==> src/rtl/irrigation_pkg.sv <==
// Shared constants, width helpers and FSM state type for the irrigation defuzzifier.
package irrigation_pkg;

    localparam int C_POUCO_D = 40;
    localparam int C_MEDIO_D = 128;
    localparam int C_MUITO_D = 230;

    // Numerator holds three W x W products; denominator holds three W-bit sums.
    function automatic int num_width(input int w);
        return 2 * w + 2;
    endfunction

    function automatic int den_width(input int w);
        return w + 2;
    endfunction

    typedef enum logic [1:0] {
        IDLE = 2'd0,
        SUM  = 2'd1,
        DIV  = 2'd2,
        DONE = 2'd3
    } state_t;

endpackage

==> src/rtl/defuzzifier_seq_divider.sv <==
// Unsigned restoring divider (module seq_divider_u): one quotient bit per cycle, MSB first,
// NUM_W cycles after start; done flags the cycle whose closing edge completes the result.
module seq_divider_u #(
    parameter int NUM_W = 18,
    parameter int DEN_W = 10,
    parameter int Q_W   = 8
) (
    input  logic             clk,
    input  logic             rst_n,
    input  logic             start,
    input  logic [NUM_W-1:0] dividend,
    input  logic [DEN_W-1:0] divisor,
    output logic             done,
    output logic [Q_W-1:0]   quotient
);

    localparam int CNT_W = $clog2(NUM_W);

    logic [NUM_W-1:0] dq;
    logic [NUM_W-1:0] dq_next;
    logic [DEN_W-1:0] rem;
    logic [DEN_W-1:0] rem_next;
    logic [DEN_W-1:0] dvs;
    logic [CNT_W-1:0] cnt;
    logic             running;
    logic [DEN_W:0]   shifted;
    logic [DEN_W:0]   diff;

    // dq starts as the dividend; each step shifts one dividend bit out and one quotient bit in.
    always_comb begin
        shifted  = {rem, dq[NUM_W-1]};
        diff     = shifted - {1'b0, dvs};
        rem_next = shifted[DEN_W-1:0];
        dq_next  = {dq[NUM_W-2:0], 1'b0};
        if (shifted >= {1'b0, dvs}) begin
            rem_next = diff[DEN_W-1:0];
            dq_next  = {dq[NUM_W-2:0], 1'b1};
        end
    end

    always_ff @(posedge clk or negedge rst_n) begin
        if (!rst_n) begin
            dq      <= '0;
            rem     <= '0;
            dvs     <= '0;
            cnt     <= '0;
            running <= 1'b0;
        end else if (start) begin
            dq      <= dividend;
            rem     <= '0;
            dvs     <= divisor;
            cnt     <= CNT_W'(NUM_W - 1);
            running <= 1'b1;
        end else if (running) begin
            dq  <= dq_next;
            rem <= rem_next;
            cnt <= cnt - 1'b1;
            if (cnt == '0) begin
                running <= 1'b0;
            end
        end
    end

    assign done     = running && (cnt == '0);
    assign quotient = dq_next[Q_W-1:0];

endmodule

==> src/rtl/defuzzifier_seq.sv <==
// Sequential centroid defuzzifier: crisp = sum(strength*centroid) / sum(strength).
// Optional PWM pump drive enabled by defining DEFUZZ_PWM_EN.
module defuzzifier_seq
    import irrigation_pkg::*;
#(
    parameter int W       = 8,
    parameter int C_POUCO = C_POUCO_D,
    parameter int C_MEDIO = C_MEDIO_D,
    parameter int C_MUITO = C_MUITO_D
) (
    input  logic         clk,
    input  logic         rst_n,
    input  logic         in_valid,
    output logic         in_ready,
    input  logic [W-1:0] irrigar_pouco,
    input  logic [W-1:0] irrigar_medio,
    input  logic [W-1:0] irrigar_muito,
    output logic         out_valid,
    output logic [W-1:0] crisp_out,
    output logic         busy,
    output logic         pump_pwm
);

    localparam int NUM_W = num_width(W);
    localparam int DEN_W = den_width(W);

    state_t       state;
    state_t       state_next;
    logic [W-1:0] p_lat;
    logic [W-1:0] m_lat;
    logic [W-1:0] h_lat;
    logic [NUM_W-1:0] num;
    logic [DEN_W-1:0] den;
    logic             den_zero;
    logic             div_start;
    logic             div_done;
    logic [W-1:0]     div_q;

    always_comb begin
        num = NUM_W'(p_lat) * NUM_W'(C_POUCO)
            + NUM_W'(m_lat) * NUM_W'(C_MEDIO)
            + NUM_W'(h_lat) * NUM_W'(C_MUITO);
        den = DEN_W'(p_lat) + DEN_W'(m_lat) + DEN_W'(h_lat);
    end

    assign den_zero  = (den == '0);
    assign div_start = (state == SUM) && !den_zero;

    // The divider captures num/den at the edge leaving SUM.
    seq_divider_u #(
        .NUM_W(NUM_W),
        .DEN_W(DEN_W),
        .Q_W  (W)
    ) u_div (
        .clk     (clk),
        .rst_n   (rst_n),
        .start   (div_start),
        .dividend(num),
        .divisor (den),
        .done    (div_done),
        .quotient(div_q)
    );

    always_ff @(posedge clk or negedge rst_n) begin
        if (!rst_n) begin
            state <= IDLE;
        end else begin
            state <= state_next;
        end
    end

    always_comb begin
        state_next = state;
        in_ready   = 1'b0;
        out_valid  = 1'b0;
        busy       = 1'b1;
        case (state)
            IDLE: begin
                in_ready = 1'b1;
                busy     = 1'b0;
                if (in_valid) begin
                    state_next = SUM;
                end
            end
            SUM: begin
                state_next = den_zero ? DONE : DIV;
            end
            DIV: begin
                if (div_done) begin
                    state_next = DONE;
                end
            end
            DONE: begin
                out_valid  = 1'b1;
                state_next = IDLE;
            end
            default: begin
                state_next = IDLE;
            end
        endcase
    end

    always_ff @(posedge clk or negedge rst_n) begin
        if (!rst_n) begin
            p_lat <= '0;
            m_lat <= '0;
            h_lat <= '0;
        end else if (state == IDLE && in_valid) begin
            p_lat <= irrigar_pouco;
            m_lat <= irrigar_medio;
            h_lat <= irrigar_muito;
        end
    end

    // Result lands on the edge entering DONE so it is valid alongside out_valid.
    always_ff @(posedge clk or negedge rst_n) begin
        if (!rst_n) begin
            crisp_out <= '0;
        end else if (state == SUM && den_zero) begin
            crisp_out <= '0;
        end else if (state == DIV && div_done) begin
            crisp_out <= div_q;
        end
    end

`ifdef DEFUZZ_PWM_EN
    logic [7:0] pwm_cnt;
    logic [7:0] duty;

    // Duty reloads only at the period boundary so a new result never truncates a pulse.
    always_ff @(posedge clk or negedge rst_n) begin
        if (!rst_n) begin
            pwm_cnt <= '0;
            duty    <= '0;
        end else begin
            pwm_cnt <= pwm_cnt + 8'd1;
            if (pwm_cnt == 8'hFF) begin
                duty <= crisp_out[W-1:W-8];
            end
        end
    end

    assign pump_pwm = (pwm_cnt < duty);
`else
    assign pump_pwm = 1'b0;
`endif

endmodule

==> config.mk <==
export PLATFORM = sky130hd
export DESIGN_NAME = defuzzifier_seq
export DESIGN_NICKNAME = d
export VERILOG_FILES = /design/src/rtl/irrigation_pkg.sv /design/src/rtl/defuzzifier_seq_divider.sv /design/src/rtl/defuzzifier_seq.sv
export SDC_FILE = /design/constraint.sdc
export NUM_CORES = 1
export LEC_CHECK = 0
export ABC_AREA = 1
export CAP_MARGIN = 20
export CORE_MARGIN = 4
export CORE_UTILIZATION = 52
export DETAILED_ROUTE_END_ITERATION = 16
export PLACE_DENSITY = 0.71
export RECOVER_POWER = 25
export REMOVE_ABC_BUFFERS = 1
export SYNTH_ARGS = -nofsm -noshare
export SYNTH_HDL_FRONTEND = slang
export SYNTH_SLANG_ARGS = --single-unit
==> constraint.sdc <==
create_clock -name clk -period 13 [get_ports clk]
set_clock_uncertainty 0.2 [all_clocks]
set_input_delay 1.3 -clock clk [delete_from_list [all_inputs] [get_ports clk]]
set_output_delay 1.3 -clock clk [all_outputs]
set_load 0.03 [all_outputs]
==> flow_summary.ini, run 1 <==
[clock_tree]
cts_hold_buf = 0
cts.htree.levels = 3
root_buffer = clkbuf_16
clockBufferDepth = 2
ctsResizeCount = 0
cts_tree = done
clock_latency_ns = 0.33
cts_sinks = 78
cts_setup_buffers = 0
clkTransAtPathRegs_ns = 0.06
cts_buffers = 9

[placed_design]
io_buffer_count = 37
place_hpwl_um = 11100
dp_cells = 1031
gp_congestion = 0.877

[global_routing]
grt_util_all_layers_pct = 21.1
grt_pass1_wl_um = 25700
grt_overflow = 0
grt_start_max_net_pins = 79
grt_pass1_vias = 5500
antenna_found_initial = 0

[pwr]
p_int_mw = 0.397
p_leak_nw = 3.88
p_comb_share_pct = 2.6
switchingPower_mw = 0.104
clkPwrFrac_pct = 48.9
seqPwrFrac_pct = 48.5
vdd_ir_drop_max_mv = 0.0552
switching_share_pct = 20.8
cellPowerDensity_nw_per_um2 = 66.3

[setup_path]
reg2reg_slack_ns = 7.36
cp.arrival_ns = 5.70
start_kind = register
path_common_cell = nand2_1
crit_path_end_kind = register
r2r-end = u_div.dq[16]
cp_max_fo = 6
rr_worst_depth = 27
r2r-start = h_lat[1]
critPathSlowestCell = fa_1
path_class = register to register
max_stage_delay_ns = 0.54
crit_required_ns = 13.06

[sta]
finalCritPeriodShare_pct = 43.4
final_max_slew_viol_count = 81
finalHoldViolCount = 0
tns_ns = 0
worst-slew-pin-transition_ns = 2.59
finalCriticalPeriod_ns = 5.64
rsz0062_at_grt = no
max_freq_ghz = 0.177
slew-limit-headroom_pct = -73.0
setup_viol = 0

[drt]
drtAntennaViolNets = 0
drcViolationCount = 0
drt_iter0_markers = 310
wl_um = 14300
firstDrtPassIters = 5
avgRoutedWirePerCell_um = 13.7
routed_via_density = 5.20
vias = 5449

[cells_and_area]
syn_to_final_growth_pct = 10.7
num-nets-final = 1023
post-route-util_pct = 59.4
final_common_cell = nand2_1
final_cells = 1047
drive_above_1_share_pct = 4.11
mostFrequentLayoutCells = nand2_1 (181), inv_1 (115), nand3_1 (106), ha_1 (94), dfrtp_1 (78)
n_antenna_cell = 0

[yosys]
synth-simple-area-share_pct = 22.0
ys.warnings.count = 0
synth-seq-cells = 78
synth_xor_xnor_area_share_pct = 4.62
synthAdderAreaFrac_pct = 26.3
synth_cells = 843
mappedNetlistArea_um2 = 6830
synth-compound-area-share_pct = 8.06
syn_area_per_cell_um2 = 8.10
yosysUniqueCellTypes = 35
seq_area_frac_synth_pct = 28.6
synthMuxAreaShare_pct = 1.32
synth_top_family_by_area = adder cells

[hold_path]
hold_depth = 2
hold_class = register to register
min-delay-start = u_div.cnt[0]
hold_end = u_div.cnt[0]

[floorplanning]
die_h_um = 123
rows = 41
die_width_um = 123
start_util_pct = 53.7
dieArea_um2 = 15000
core-area_um2 = 12700
io_pins = 39

[run]
maxCapViolCount = 2

[outcome]
violations = max-capacitance violations, max-slew violations
status = finished with violations
[cell families after synthesis]
family / after synthesis
AO/OA/AOI/OAI: 101
XOR/XNOR: 36
adder cells (fa/ha/maj): 125
buffers and inverters: 143
flip-flops: 78
multiplexers: 8
other: 1
AND/OR/NAND/NOR: 351
[critical path, delay by kind of cell, from the launching register on]
family	cells	cell delay, ns
and+or+nand+nor	10	0.80
DFF	1	0.48
adders and majority gates	7	2.96
xor gates and xnor gates	1	0.11
AOI/OAI and AO/OA	4	0.72
buffers and inverters	5	0.30
[layout make-up]
type / instances / area (um2)
Inverter: 119 / 447
Fill cell: 1198 / 5170
Multi-Input combinational cell: 622 / 4260
Clock buffer: 9 / 225
Sequential cell: 78 / 1950
Timing Repair Buffer: 41 / 390
Tap cell: 172 / 215
Clock inverter: 6 / 63.8
[synth_stat cells, drive strengths merged]
| cell type | instances | area, um2 |
|---|---|---|
| nor4 | 1 | 6.26 |
| dfrtp | 78 | 1950 |
| o21ai | 33 | 165 |
| nor2 | 50 | 200 |
| o21bai | 3 | 26.3 |
| fa | 31 | 621 |
| or2 | 1 | 6.26 |
| clkbuf | 7 | 26.3 |
| and2 | 1 | 6.26 |
| a22oi | 1 | 7.51 |
| clkinv | 1 | 3.75 |
| nand2 | 182 | 686 |
| mux2 | 8 | 90.1 |
| buf | 17 | 146 |
| a21o | 7 | 52.6 |
| a31oi | 8 | 50.1 |
| conb | 1 | 3.75 |
| xnor2 | 10 | 87.6 |
| o311ai | 1 | 8.76 |
| xor2 | 26 | 228 |
| ha | 94 | 1180 |
| nand4 | 7 | 43.8 |
| nand3 | 107 | 541 |
| inv | 118 | 443 |
| nor3 | 2 | 10.0 |
| a21oi | 48 | 240 |
[registers in the layout (all words and copies together), names as in the netlist]
name,flops
u_div.dq,18
u_div.dvs,10
u_div.rem,10
crisp_out,8
h_lat,8
m_lat,8
p_lat,8
u_div.cnt,5
state,2
u_div.running,1
[worst max-delay path by stage]
stage / start / end / slack (ns) / cells past startpoint
detailed placement: h_lat[1] / u_div.dq[16] / 7.35 / 27
global placement: h_lat[1] / u_div.dq[16] / 7.47 / 27
CTS: h_lat[1] / u_div.dq[16] / 7.35 / 27
global route: h_lat[1] / u_div.dq[16] / 6.94 / 27
floorplan: h_lat[1] / u_div.dq[16] / 7.68 / 27
finish: h_lat[1] / u_div.dq[16] / 7.36 / 27
[layer usage]
| layer | wire length, um | global-route usage [%] |
|---|---|---|
| met1 | 6790 | 28.1 |
| met2 | 6840 | 36.1 |
| met3 | 381 | 2.67 |
| met4 | 333 | 6.51 |
| met5 | 0 | 0 |
[per-stage QoR]
step | hold slack, ns | power (mW) | setup WS [ns] | instance area, um2
after floorplan | 0.249 | 0.248 | 7.68 | 6650
after global placement | 0.265 | 0.261 | 7.47 | 7270
after detailed placement | 0.265 | 0.261 | 7.35 | 7270
after CTS | 0.282 | 0.508 | 7.35 | 7560
after global routing | 0.315 | 0.519 | 6.94 | 7560
final | 0.287 | 0.501 | 7.36 | 7560
[power by group through the flow]
stage | registers, mW | logic [mW] | clock network, mW
final | 0.243 | 0.0131 | 0.245
after global routing | 0.243 | 0.0148 | 0.261
after CTS | 0.243 | 0.0135 | 0.251
after detailed placement | 0.247 | 0.0134 | 0
after global placement | 0.247 | 0.0134 | 0
after floorplan | 0.247 | 0.000430 | 0
No activity file was read; power rests on OpenSTA's default activity.
==> inputs of run 2 (changes only) <==
==> constraint.sdc (replaced) <==
create_clock -name clk -period 5.5 [get_ports clk]
set_clock_uncertainty 0.2 [all_clocks]
set_input_delay 0.55 -clock clk [delete_from_list [all_inputs] [get_ports clk]]
set_output_delay 0.55 -clock clk [all_outputs]
set_load 0.03 [all_outputs]
==> run 2 against run 1 <==
Compared with the run above: the run still ends with max-capacitance violations, max-slew violations left; first-iteration DRC count grew 39%; routed wire length increased by 3.6%; combinational power grew 130%; utilization is 1.8 points higher; non-clock buffer count rose by 10; critical path depth fell by 2; final area increased by 2.9%; maximum frequency grew 6.8%; largest cell class unchanged.
==> flow_summary.ini, run 2 (synthesis results as in run 1) <==
[outcome]
status = finished with violations
violations = max-capacitance violations, max-slew violations

[drt]
avgRoutedWirePerCell_um = 14.1
drtAntennaViolNets = 0
wl_um = 14900
routed_via_density = 5.25
drt_iter0_markers = 430
vias = 5552
firstDrtPassIters = 5
drcViolationCount = 0

[sta]
setup_viol = 0
slew-limit-headroom_pct = -180
finalCriticalPeriod_ns = 5.28
finalHoldViolCount = 0
max_freq_ghz = 0.189
fin_ws_ns = 0.221
rsz0062_at_grt = yes
final_max_slew_viol_count = 79
worst-slew-pin-transition_ns = 4.20
whs_ns = 0.286
finalCritPeriodShare_pct = 96.0

[setup_path]
crit_family = adder cells
cp_max_fo = 5
start_kind = register
cp_num_buf_inv = 4
r2r-start = h_lat[2]
critPathSlowestCell = fa_1
startpoint = h_lat[2]
max_stage_delay_ns = 0.54
path_class = register to register
cp.arrival_ns = 5.36
crit_required_ns = 5.58
crit_path_end_kind = register

[placed_design]
place_area_um2 = 7330
gp_congestion = 0.916
dp_cells = 1039
place_hpwl_um = 11200
io_buffer_count = 37
pre_cts_ws_ns = -0.0157

[global_routing]
antenna_found_initial = 0
grt_overflow = 0
grt_pass1_wl_um = 25700
grt_util_all_layers_pct = 21.4
grt_start_max_net_pins = 79
grt_pass1_vias = 5447

[cells_and_area]
largest_reg_flops = 18
final_cells = 1057
nFillCells = 1180
register_area_um2 = 1950
final_common_cell = nand2_1
reg_top3 = u_div.dq: 18 flops, u_div.dvs: 10 flops, u_div.rem: 10 flops
top_register = u_div.dq
num-nets-final = 1033
mostFrequentLayoutCells = nand2_1 (180), inv_1 (110), nand3_1 (106), ha_1 (89), dfrtp_1 (78)
n_antenna_cell = 0
syn_to_final_growth_pct = 13.9
drive_above_1_share_pct = 7.34
final_area_um2 = 7780
multiInputGateArea_um2 = 4360

[hold_path]
hold_class = register to register
min-delay-start = u_div.dvs[7]

[floorplanning]
rows = 41
core-area_um2 = 12700
die_width_um = 123
start_util_pct = 53.7
die_h_um = 123
io_pins = 39
dieArea_um2 = 15000

[pwr]
p_leak_nw = 3.96
power.total_mw = 1.29
cellPowerDensity_nw_per_um2 = 166
vdd_ir_drop_max_mv = 0.135

[clock_tree]
root_buffer = clkbuf_16
clkTransAtPathRegs_ns = 0.06
clock_latency_ns = 0.34
cts_tree = done
cts.htree.levels = 3
cts_buffers = 9
cts_sinks = 78
clockBufferDepth = 2

[run]
maxCapViolCount = 1
run 2: changes by cell type in the layout (fill, tap and decap cells not counted), moves of 4 or more:
cell and change:
buf_4 +10, ha_1 -5, inv_2 +5, inv_1 -5
ha_4 +4
run 2: final cells by class:
class | instances | area share, %
repair buffers | 51 | 6.08
clock buffers | 9 | 2.90
flip-flops and latches | 78 | 25.1
clock inverters | 6 | 1.43
inverters | 119 | 5.74
well taps | 172 | 2.77
multi-input cells | 622 | 56.0
run 2: per-stage QoR:
stage | TNS (ns) | utilization [%]
after floorplan | 0 | -
after global placement | 0 | 57.6
after detailed placement | -0.0157 | 57.6
after CTS | 0 | 60.3
after global routing | -0.0662 | 61.1
final | 0 | 61.1
run 2: where the power goes:
part	total [mW]	internal (mW)	switching [mW]
clock	0.688	0.441	0.247
sequential	0.574	0.574	0
combinational	0.0305	0.0155	0.0150
total	1.29	1.03	0.262
run 2: repair_timing:
item / in CTS / in global routing
hold buffers: 0 / 0
buffers inserted: 1 / 2
endpoints found under the hold margin: 0 / 0
setup endpoints to repair: 1 / 7
resized for setup: 1 / 23
pin swaps: 0 / 14
run 2: worst paths after layout:
kind                           endpoint  slack (ns)  cells after the start
setup / recovery           u_div.dq[13]        0.22                     25
hold / removal             u_div.dvs[7]        0.29                      2
setup reg to reg           u_div.dq[13]        0.22                     25
hold reg to reg            u_div.dvs[7]        0.29                      2
max in group asynchronous   u_div.dq[7]        1.26                      1
min in group asynchronous  u_div.rem[7]        1.48                      1
run 2: worst register-to-register path: stages, from the launching register on:
cell and delay [ns]:
dfrtp_1 0.41, buf_6 0.13, fa_1 0.47, xor2_1 0.16, ha_1 0.18, a21o_1 0.15
ha_1 0.29, inv_2 0.04, fa_1 0.49, inv_2 0.05, ha_4 0.28, nand2_1 0.06
o21ai_1 0.19, a21o_1 0.14, a31oi_1 0.09, xor2_1 0.17, fa_1 0.54, inv_1 0.05
ha_2 0.36, nand2_1 0.11, nor2_1 0.14, nand3_1 0.09, nand3_1 0.10, xor2_1 0.16
nand2_1 0.07, nand3_1 0.10
run 2: metal layers:
layer	part of all wire, %	GRT usage, %	vias up
li1	-	-	2821
met1	46	28.7	2632
met2	49	36.6	82
met3	3.0	3.00	17
met4	1.5	5.53	0
met5	0	0	-
==> inputs of run 3 (changes only) <==
--- a/config.mk
+++ b/config.mk
@@ -5,7 +5,7 @@
 export SDC_FILE = /design/constraint.sdc
 export NUM_CORES = 1
 export LEC_CHECK = 0
-export ABC_AREA = 1
+export ABC_AREA = 0
 export CAP_MARGIN = 20
 export CORE_MARGIN = 4
 export CORE_UTILIZATION = 52
==> run 3 against run 2 <==
Compared with the run above: the flow still finishes with violations (max-capacitance violations, max-slew violations); worst setup slack got worse by 0.15 ns; via count fell by 8.0%; first-iteration DRC count fell by 26%; final cell count fell by 15%; routed wire length fell by 0.25%; synthesized cell count fell by 21%.
==> flow_summary.ini, run 3 <==
[floorplanning]
die_h_um = 123
core-area_um2 = 12800
rows = 41
start_util_pct = 53.6
dieArea_um2 = 15100
io_pins = 39
die_width_um = 123

[hold_path]
min-delay-start = u_div.dvs[9]
hold_class = register to register

[sta]
final_max_slew_viol_count = 81
setup_viol = 0
slew-limit-headroom_pct = -65.6
rsz0062_at_grt = yes
max_freq_ghz = 0.184
worst-slew-pin-transition_ns = 2.48
finalCriticalPeriod_ns = 5.43
finalHoldViolCount = 0
finalCritPeriodShare_pct = 98.7

[yosys]
synth-simple-area-share_pct = 8.23
yosysUniqueCellTypes = 61
syn_area_per_cell_um2 = 10.2
yosysTopAreaCell = dfrtp_1
synth-main-ff-cell = dfrtp_1
seq_area_frac_synth_pct = 28.5
ys.warnings.count = 0
synth_cells = 670
synthMuxAreaShare_pct = 11.6
synth_common_cells = ha_1 (94), inv_1 (79), dfrtp_1 (78)
synth_async_sr_flop_share_pct = 100
synth_xor_xnor_area_share_pct = 4.61
synth_top_family_by_area = adder cells
mappedNetlistArea_um2 = 6840
synth-compound-area-share_pct = 15.0
synth.most_common_cell = ha_1
synthAdderAreaFrac_pct = 26.3
synth-seq-cells = 78
synth_edf_count = 0
netlist_top_cells_area = dfrtp_1 (29%), ha_1 (17%), fa_1 (9.1%), mux2_2 (5.4%), mux2i_1 (5.1%)
synth_top_area_share_pct = 28.5

[setup_path]
crit_path_end_kind = register
critPathSlowestCell = fa_1
startpoint = h_lat[1]
start_kind = register
path_cells = inv_2 -> fa_1 -> inv_1 -> fa_1 -> ha_1 -> inv_1 -> fa_1 -> inv_2 -> ha_4 -> o21a_1 -> o21a_1 -> nand3_2 -> o21ai_4 -> nor2_4 -> xor2_2 -> fa_1 -> inv_2 -> ha_4 -> nand3b_1 -> o21ai_1 -> a311o_1 -> a311oi_1 -> mux2i_1
cp_num_buf_inv = 5
path_class = register to register
cp.arrival_ns = 5.43
crit_family = adder cells
max_stage_delay_ns = 0.55
path_common_cell = fa_1
crit_required_ns = 5.50
cp_max_fo = 4
r2r-start = h_lat[1]

[drt]
wl_um = 14800
routed_via_density = 5.67
drtAntennaViolNets = 0
avgRoutedWirePerCell_um = 16.5
firstDrtPassIters = 5
drcViolationCount = 0
drt_iter0_markers = 318
vias = 5106

[outcome]
status = finished with violations
violations = max-capacitance violations, max-slew violations

[global_routing]
grt_pass1_vias = 5174
grt_pass1_wl_um = 25100
antenna_found_initial = 0
grt_overflow = 0
grt_util_all_layers_pct = 21.0
grt_start_max_net_pins = 79

[cells_and_area]
syn_to_final_growth_pct = 15.5
num-nets-final = 875
final_area_um2 = 7910
n_antenna_cell = 0
drive_above_1_share_pct = 14.3
largest_reg_flops = 18
top_register = u_div.dq
reg_top3 = u_div.dq: 18 flops, u_div.dvs: 10 flops, u_div.rem: 10 flops
mostFrequentLayoutCells = ha_1 (90), dfrtp_1 (77), inv_1 (75), nor2_1 (36), clkdlybuf4s50_1 (36)
final_common_cell = ha_1

[clock_tree]
clkTransAtPathRegs_ns = 0.06
cts_tree = done
cts_buffers = 9
cts_sinks = 78
cts.htree.levels = 3
root_buffer = clkbuf_16
clock_latency_ns = 0.35
clockBufferDepth = 2

[placed_design]
io_buffer_count = 37
place_hpwl_um = 11400
gp_congestion = 0.872
place_area_um2 = 7460

[run]
maxCapViolCount = 2
## run 3: cell count changes after synthesis, moves of 10 or more
| cell | change |
|---|---|
| o21a_1 | +14 |
| mux2_2 | +25 |
| nand2_1 | -160 |
| a21oi_1 | -20 |
| xnor2_1 | +10 |
| inv_1 | -36 |
| mux2i_1 | +35 |
| xor2_1 | -10 |
| nand3_1 | -96 |
## run 3: final cells by class
class	count	area (um2)
repair buffers	59	548
well taps	172	215
flip-flops and latches	78	1950
clock buffers	11	243
clock inverters	5	41.3
inverters	79	297
fillers	1049	4870
multi-input cells	496	4610
## run 3: logic make-up (layout without fill, tap and decap cells)
| family | count (synthesis) | after routing |
|---|---|---|
| adder cells (fa/ha/maj) | 125 | 125 |
| AND/OR/NAND/NOR | 114 | 114 |
| flip-flops | 78 | 78 |
| other | 1 | 1 |
| XOR/XNOR | 36 | 36 |
| multiplexers | 73 | 73 |
| AO/OA/AOI/OAI | 147 | 147 |
| buffers and inverters | 96 | 154 |
## run 3: through the flow
step / utilization (%) / instances / setup slack, ns / hold slack [ns] / setup TNS, ns
2_1_floorplan: - / 653 / 0.0947 / 0.0544 / 0
3_3_place_gp: 58.4 / 879 / -0.00537 / 0.305 / -0.00537
3_5_place_dp: 58.4 / 879 / -0.0941 / 0.309 / -0.215
4_1_cts: 60.9 / 895 / 0.0160 / 0.208 / 0
5_1_grt: 61.9 / 900 / -0.116 / 0.350 / -0.149
6_report: 61.9 / 900 / 0.0689 / 0.320 / 0
## run 3: layer usage
layer / routed length (um) / GRT usage (%) / part of all wire, % / vias to the layer above
li1: - / - / - / 2490
met2: 7610 / 36.6 / 51 / 103
met5: 0 / 0 / 0 / -
met1: 6490 / 26.4 / 44 / 2498
met3: 509 / 4.56 / 3.4 / 15
met4: 216 / 5.46 / 1.5 / 0
## run 3: path summary, 6_finish.rpt
check                           endpoint  slack (ns)  cells past startpoint
max reg2reg                 u_div.dq[14]        0.07                     23
min in group asynchronous   u_div.rem[9]        0.95                      2
min reg2reg                 u_div.dvs[9]        0.32                      1
max in group asynchronous  u_div.running        0.91                      3
max                         u_div.dq[14]        0.07                     23
min                         u_div.dvs[9]        0.32                      1
## run 3: timing repair
item                                    in CTS  in global routing
endpoints found under the setup margin       3                  5
pin swaps                                    1                 15
gates resized for setup                      6                 23
endpoints found under the hold margin        0                 30
hold buffers                                 0                  1
buffers inserted                             0                  2
Power of run 3 is left out: the tool's default activity adds up to more than one toggle a clock period on the data nets, which glitch-free logic cannot reach.
